**src/rtl/shot_ctrl.sv**
```systemverilog
// rtl/shot_ctrl.sv - light-gun shot controller: trigger sync, frame-locked hit scan, shell count.
// Optional trigger debounce is enabled by defining SHOT_DEBOUNCE_EN.
module shot_ctrl (
  input  logic       Clk,
  input  logic       Reset,
  input  logic       frame_clk,
  input  logic       trigger,
  input  logic [1:0] state,
  input  logic [9:0] DrawX,
  input  logic [9:0] DrawY,
  input  logic [9:0] cursor_x,
  input  logic [9:0] cursor_y,
  input  logic       is_duck,
  output logic       shot,
  output logic       miss,
  output logic       flash_black,
  output logic [1:0] shells,
  output logic       out_of_ammo
);

  typedef enum logic [1:0] {IDLE, ARM, SCAN, HOLD} fsm_t;

  fsm_t       fsm_q, fsm_d;
  logic       trig_s1_q, trig_s1_d;
  logic       trig_s2_q, trig_s2_d;
  logic       trig_prev_q, trig_prev_d;
  logic       frame_d1_q, frame_d1_d;
  logic       frame_edge_q, frame_edge_d;
  logic       hit_q, hit_d;
  logic [1:0] shells_q, shells_d;
  logic       shot_q, shot_d;
  logic       miss_q, miss_d;
  logic       hold_edge_seen_q, hold_edge_seen_d;
  logic       trig_lvl;
  logic       pull;
  logic       active;
  logic       pix_hit;

`ifdef SHOT_DEBOUNCE_EN
  logic        deb_q, deb_d;
  logic [15:0] deb_cnt_q, deb_cnt_d;

  // Level is accepted only after 65536 consecutive cycles disagreeing with the held value.
  always_comb begin
    deb_d     = deb_q;
    deb_cnt_d = '0;
    if (trig_s2_q != deb_q) begin
      if (deb_cnt_q == 16'hFFFF) begin
        deb_d = trig_s2_q;
      end else begin
        deb_cnt_d = deb_cnt_q + 16'd1;
      end
    end
  end

  always_ff @(posedge Clk or posedge Reset) begin
    if (Reset) begin
      deb_q     <= 1'b0;
      deb_cnt_q <= '0;
    end else begin
      deb_q     <= deb_d;
      deb_cnt_q <= deb_cnt_d;
    end
  end

  assign trig_lvl = deb_q;
`else
  assign trig_lvl = trig_s2_q;
`endif

  assign pull    = trig_lvl & ~trig_prev_q;
  assign active  = (state == 2'b10);
  assign pix_hit = (DrawX == cursor_x) && (DrawY == cursor_y) && is_duck;

  always_comb begin
    trig_s1_d    = trigger;
    trig_s2_d    = trig_s1_q;
    trig_prev_d  = trig_lvl;
    frame_d1_d   = frame_clk;
    frame_edge_d = frame_clk & ~frame_d1_q;
  end

  always_comb begin
    fsm_d            = fsm_q;
    shells_d         = shells_q;
    hit_d            = hit_q;
    hold_edge_seen_d = hold_edge_seen_q;
    miss_d           = 1'b0;
    if (!active) begin
      fsm_d            = IDLE;
      shells_d         = 2'd3;
      hit_d            = 1'b0;
      hold_edge_seen_d = 1'b0;
    end else begin
      case (fsm_q)
        IDLE: begin
          if (pull && (shells_q != 2'd0)) begin
            fsm_d    = ARM;
            shells_d = shells_q - 2'd1;
          end
        end
        ARM: begin
          if (frame_edge_q) begin
            fsm_d = SCAN;
            hit_d = 1'b0;
          end
        end
        SCAN: begin
          hit_d = hit_q | pix_hit;
          // A coincidence on the closing edge cycle still counts as a hit.
          if (frame_edge_q) begin
            if (hit_q | pix_hit) begin
              fsm_d            = HOLD;
              hold_edge_seen_d = 1'b0;
            end else begin
              fsm_d  = IDLE;
              miss_d = 1'b1;
            end
          end
        end
        HOLD: begin
          if (frame_edge_q) begin
            if (hold_edge_seen_q) begin
              fsm_d = IDLE;
            end else begin
              hold_edge_seen_d = 1'b1;
            end
          end
        end
        default: fsm_d = IDLE;
      endcase
    end
    // Registered so shot rises the cycle after HOLD entry and drops as IDLE is entered.
    shot_d = active && (fsm_q == HOLD) && (fsm_d == HOLD);
  end

  always_ff @(posedge Clk or posedge Reset) begin
    if (Reset) begin
      fsm_q            <= IDLE;
      trig_s1_q        <= 1'b0;
      trig_s2_q        <= 1'b0;
      trig_prev_q      <= 1'b0;
      frame_d1_q       <= 1'b0;
      frame_edge_q     <= 1'b0;
      hit_q            <= 1'b0;
      shells_q         <= 2'd3;
      shot_q           <= 1'b0;
      miss_q           <= 1'b0;
      hold_edge_seen_q <= 1'b0;
    end else begin
      fsm_q            <= fsm_d;
      trig_s1_q        <= trig_s1_d;
      trig_s2_q        <= trig_s2_d;
      trig_prev_q      <= trig_prev_d;
      frame_d1_q       <= frame_d1_d;
      frame_edge_q     <= frame_edge_d;
      hit_q            <= hit_d;
      shells_q         <= shells_d;
      shot_q           <= shot_d;
      miss_q           <= miss_d;
      hold_edge_seen_q <= hold_edge_seen_d;
    end
  end

  assign shot        = shot_q;
  assign miss        = miss_q;
  assign flash_black = (fsm_q == ARM) || (fsm_q == SCAN);
  assign shells      = shells_q;
  assign out_of_ammo = (shells_q == 2'd0);

endmodule

```
**config.mk**
```make
export PLATFORM = sky130hd
export DESIGN_NAME = shot_ctrl
export DESIGN_NICKNAME = d
export VERILOG_FILES = /design/src/rtl/shot_ctrl.sv
export SDC_FILE = /design/constraint.sdc
export NUM_CORES = 1
export LEC_CHECK = 0
export ABC_AREA = 1
export CAP_MARGIN = 20
export CORE_ASPECT_RATIO = 1.2
export CORE_MARGIN = 2
export CORE_UTILIZATION = 40
export CTS_CLUSTER_DIAMETER = 60
export DETAILED_ROUTE_END_ITERATION = 8
export PLACE_DENSITY = 0.89
export SLEW_MARGIN = 40
export SYNTH_ARGS = -nofsm -noshare
export SYNTH_HDL_FRONTEND = slang
export SYNTH_SLANG_ARGS = --single-unit
export TNS_END_PERCENT = 100
```
**constraint.sdc**
```tcl
create_clock -name Clk -period 2.1 [get_ports Clk]
set_clock_uncertainty 0.2 [all_clocks]
set_input_delay 0.42 -clock Clk [delete_from_list [all_inputs] [get_ports Clk]]
set_output_delay 0.42 -clock Clk [all_outputs]
set_load 0.1 [all_outputs]
```
==> impl_metrics.yaml <==
status:
  outcome: "finished, final reports clean"
grt:
  grt_max_degree: 14
  use_met2: 0.3407
  overflow: 0
  top_usage_layer: "met2"
  grt_pass1_wl_um: 4215
  track_usage: 0.1704
  grt_pass1_vias: 1114
  antenna_found_initial: 0
  use_met1: 0.1884
  use_met3: 0.009709
power:
  pwr-share-clk: 0.230
  p_leak_uw: 0.0009479
  p_seq_frac: 0.411
  p_sw_frac: 0.2918
  vdd_drop_max_mv: 0.2955
  total_power_uw: 649.5
  p_int_uw: 460.0
  power_switching_uw: 189.5
  p_per_area_mw_per_mm2: 370.8
  combPwrFrac: 0.359
synthesis:
  async_flop_share: 1.000
  synth_nets: 236
  yosys.area.top_type_share: 0.2529
  synth.distinct_cells: 19
  netlist_instances: 184
  yosys-top-cells-area: "dfrtp_1 25%, nand2_1 24%, inv_1 17%"
  yosysWarnings: 0
  netlist_area_mm2: 0.001089
  synth_enable_flop_cells: 0
  synth_top_area_cell: "dfrtp_1"
  avgSynthCellArea_um2: 5.916
  synth-seq-area-share: 0.3011
  synth-main-ff-cell: "dfrtp_1"
  synth-seq-cells: 13
worst_setup_path:
  critical_path.startpoint_type: "flop"
  crit_chain: "inv_1 > ha_1 > buf_12"
  critical_path_buf_inv_count: 2
  crit_fanout: 5
  slowest_stage: "dfrtp_1"
  path_delay_family: "flip-flops"
  cp.required_ns: 1.48
  crit_arrival_ns: 1.33
  cp-end-kind: "output pin"
  criticalPathCategory: "reg2out"
  max_stage_delay_ns: 0.44
cts:
  cts_hold_buf: 0
  numCtsBuffers: 3
  cts_max_level: 1
  cts-resized-gates: 0
  post_cts_buffers: 0
  clk_latency_ns: 0.27
  cts_root_buf: "clkbuf_4"
  cts_sinks: 13
  cts_tree: "built"
  clkTransAtPathRegs_ns: 0.08
  clockBufferDepth: 2
sta:
  setup_ws_ns: 0.1520
  fin_tns_setup_ns: 0
  layout_min_cycle_time_ns: 1.948
  rsz0062_at_grt: "no"
  worst_pin_slew_ns: 0.4804
  setup_viol: 0
  max-slew-margin-rel: 0.6794
  min_period_over_period: 0.9276
  maxSlewViolCount: 0
  hold_viol: 0
  fmax_mhz: 513.3
die:
  initial_core_util: 0.4265
  ios: 53
  die_w_um: 51.62
  fp-row-count: 20
  die_h_um: 61.15
  core-area_mm2: 0.002552
  die_area_mm2: 0.003156
placement:
  dp_slack_ns: 0.02405
  gp_congestion: 0.7883
  portBuffers: 52
  hpwl_um: 2072
detailed_routing:
  drc: 0
  viasPerCell: 4.445
  ant_nets: 0
  routedWlPerCell_um: 8.971
  first_pass_iters: 4
  drtIter0Drc: 19
  routed_wl_um: 2458
  num_vias: 1218
cells_and_area:
  drive_gt1_frac: 0.09544
  syn2layout_area_growth_pct: 60.92
  nFillCells: 223
  nets: 294
  n_antenna_cell: 0
worst_hold_path:
  hp-class: "reg2reg"
job:
  cap_violations: 0
-- per-layer routing --
| layer | up-vias | share of wire | routed length [um] |
|---|---|---|---|
| met4 | 0 | 0.028 | 70 |
| met1 | 512 | 0.40 | 980 |
| met3 | 8 | 0.044 | 108 |
| met5 | - | 0 | 0 |
| li1 | 655 | - | - |
| met2 | 43 | 0.53 | 1299 |
-- Yosys cell counts, types with 2 or more instances --
cell,count
a21oi_1,5
dfrtp_1,11
dfstp_2,2
ha_1,5
inv_1,49
nand2_1,70
nand3_1,2
nand3_2,3
nor2_1,18
nor2_2,3
nor3_1,2
o21ai_0,5
or2_2,3
-- area by class of cell --
| type | instances | area [um^2] | share of cell area |
|---|---|---|---|
| Clock buffer | 4 | 26.28 | 0.01500 |
| Inverter | 49 | 183.9 | 0.1050 |
| Multi-Input combinational cell | 122 | 589.3 | 0.3364 |
| Sequential cell | 13 | 335.3 | 0.1914 |
| Tap cell | 33 | 41.29 | 0.02357 |
| Timing Repair Buffer | 53 | 575.6 | 0.3286 |
-- power groups by stage --
stage	clock, uW	combinational [uW]	sequential (uW)
final	150	233	267
after global routing	159	260	268
after CTS	150	234	267
after detailed placement	0	233	272
after global placement	0	227	271
after floorplan	0	99.8	280
-- logic make-up (layout without fill, tap and decap cells) --
group,Yosys count,count (layout),synth area share
AOI/OAI and AO/OA,15,15,0.08046
DFF,13,13,0.3011
buffers and inverters,49,106,0.1690
adders and majority gates,5,5,0.05747
and+or+nand+nor,101,101,0.3839
xor gates and xnor gates,1,1,0.008047
-- placed cells by master, fill, tap and decap left out, drive strengths merged --
cell	count
nand2	70
inv	49
clkdlybuf4s50	46
nor2	21
dfrtp	11
o21ai	7
buf	7
a21oi	5
ha	5
nand3	5
clkbuf	4
or2	3
nor3	2
dfstp	2
xnor2	1
a21boi	1
a31oi	1
a32o	1
-- sequential cells by signal, summed over array words and instances (netlist names) --
register          cells
shells                2
frame_d1_q            1
trig_prev_q           1
frame_edge_q          1
miss                  1
shot                  1
trig_s1_q             1
trig_lvl              1
fsm_q                 2
hold_edge_seen_q      1
hit_q                 1
-- stage by stage --
| step | util | hold slack [ns] | instances | cell area (um^2) |
|---|---|---|---|---|
| final | 0.6863 | 0.1572 | 274 | 1752 |
| after global placement | 0.6760 | 0.1337 | 270 | 1725 |
| after CTS | 0.6863 | 0.1597 | 274 | 1752 |
| after global routing | 0.6863 | 0.1732 | 274 | 1752 |
| after floorplan | - | 0.09552 | 184 | 1109 |
| after detailed placement | 0.6760 | 0.1434 | 270 | 1725 |
-- worst register-to-register path, delay by kind of cell, from the launching register on --
kind                     cells  cell delay, ns
buffers and inverters        2            0.16
flip-flops                   1            0.65
adder cells (fa/ha/maj)      1            0.17
AO/OA/AOI/OAI                1            0.14
AND/OR/NAND/NOR              3            0.42
-- path summary, 6_finish.rpt --
check	from	to	slack, ns	depth (start not counted)
max	fsm_q[1]	flash_black	0.15	3
min	trig_s1_q	trig_lvl	0.16	0
max reg2reg	shells[0]	shot	0.30	7
min reg2reg	trig_s1_q	trig_lvl	0.16	0
max in group asynchronous	Reset	shells[1]	1.09	2
min in group asynchronous	Reset	miss	0.26	2
Power figures use the tool's default switching activity.
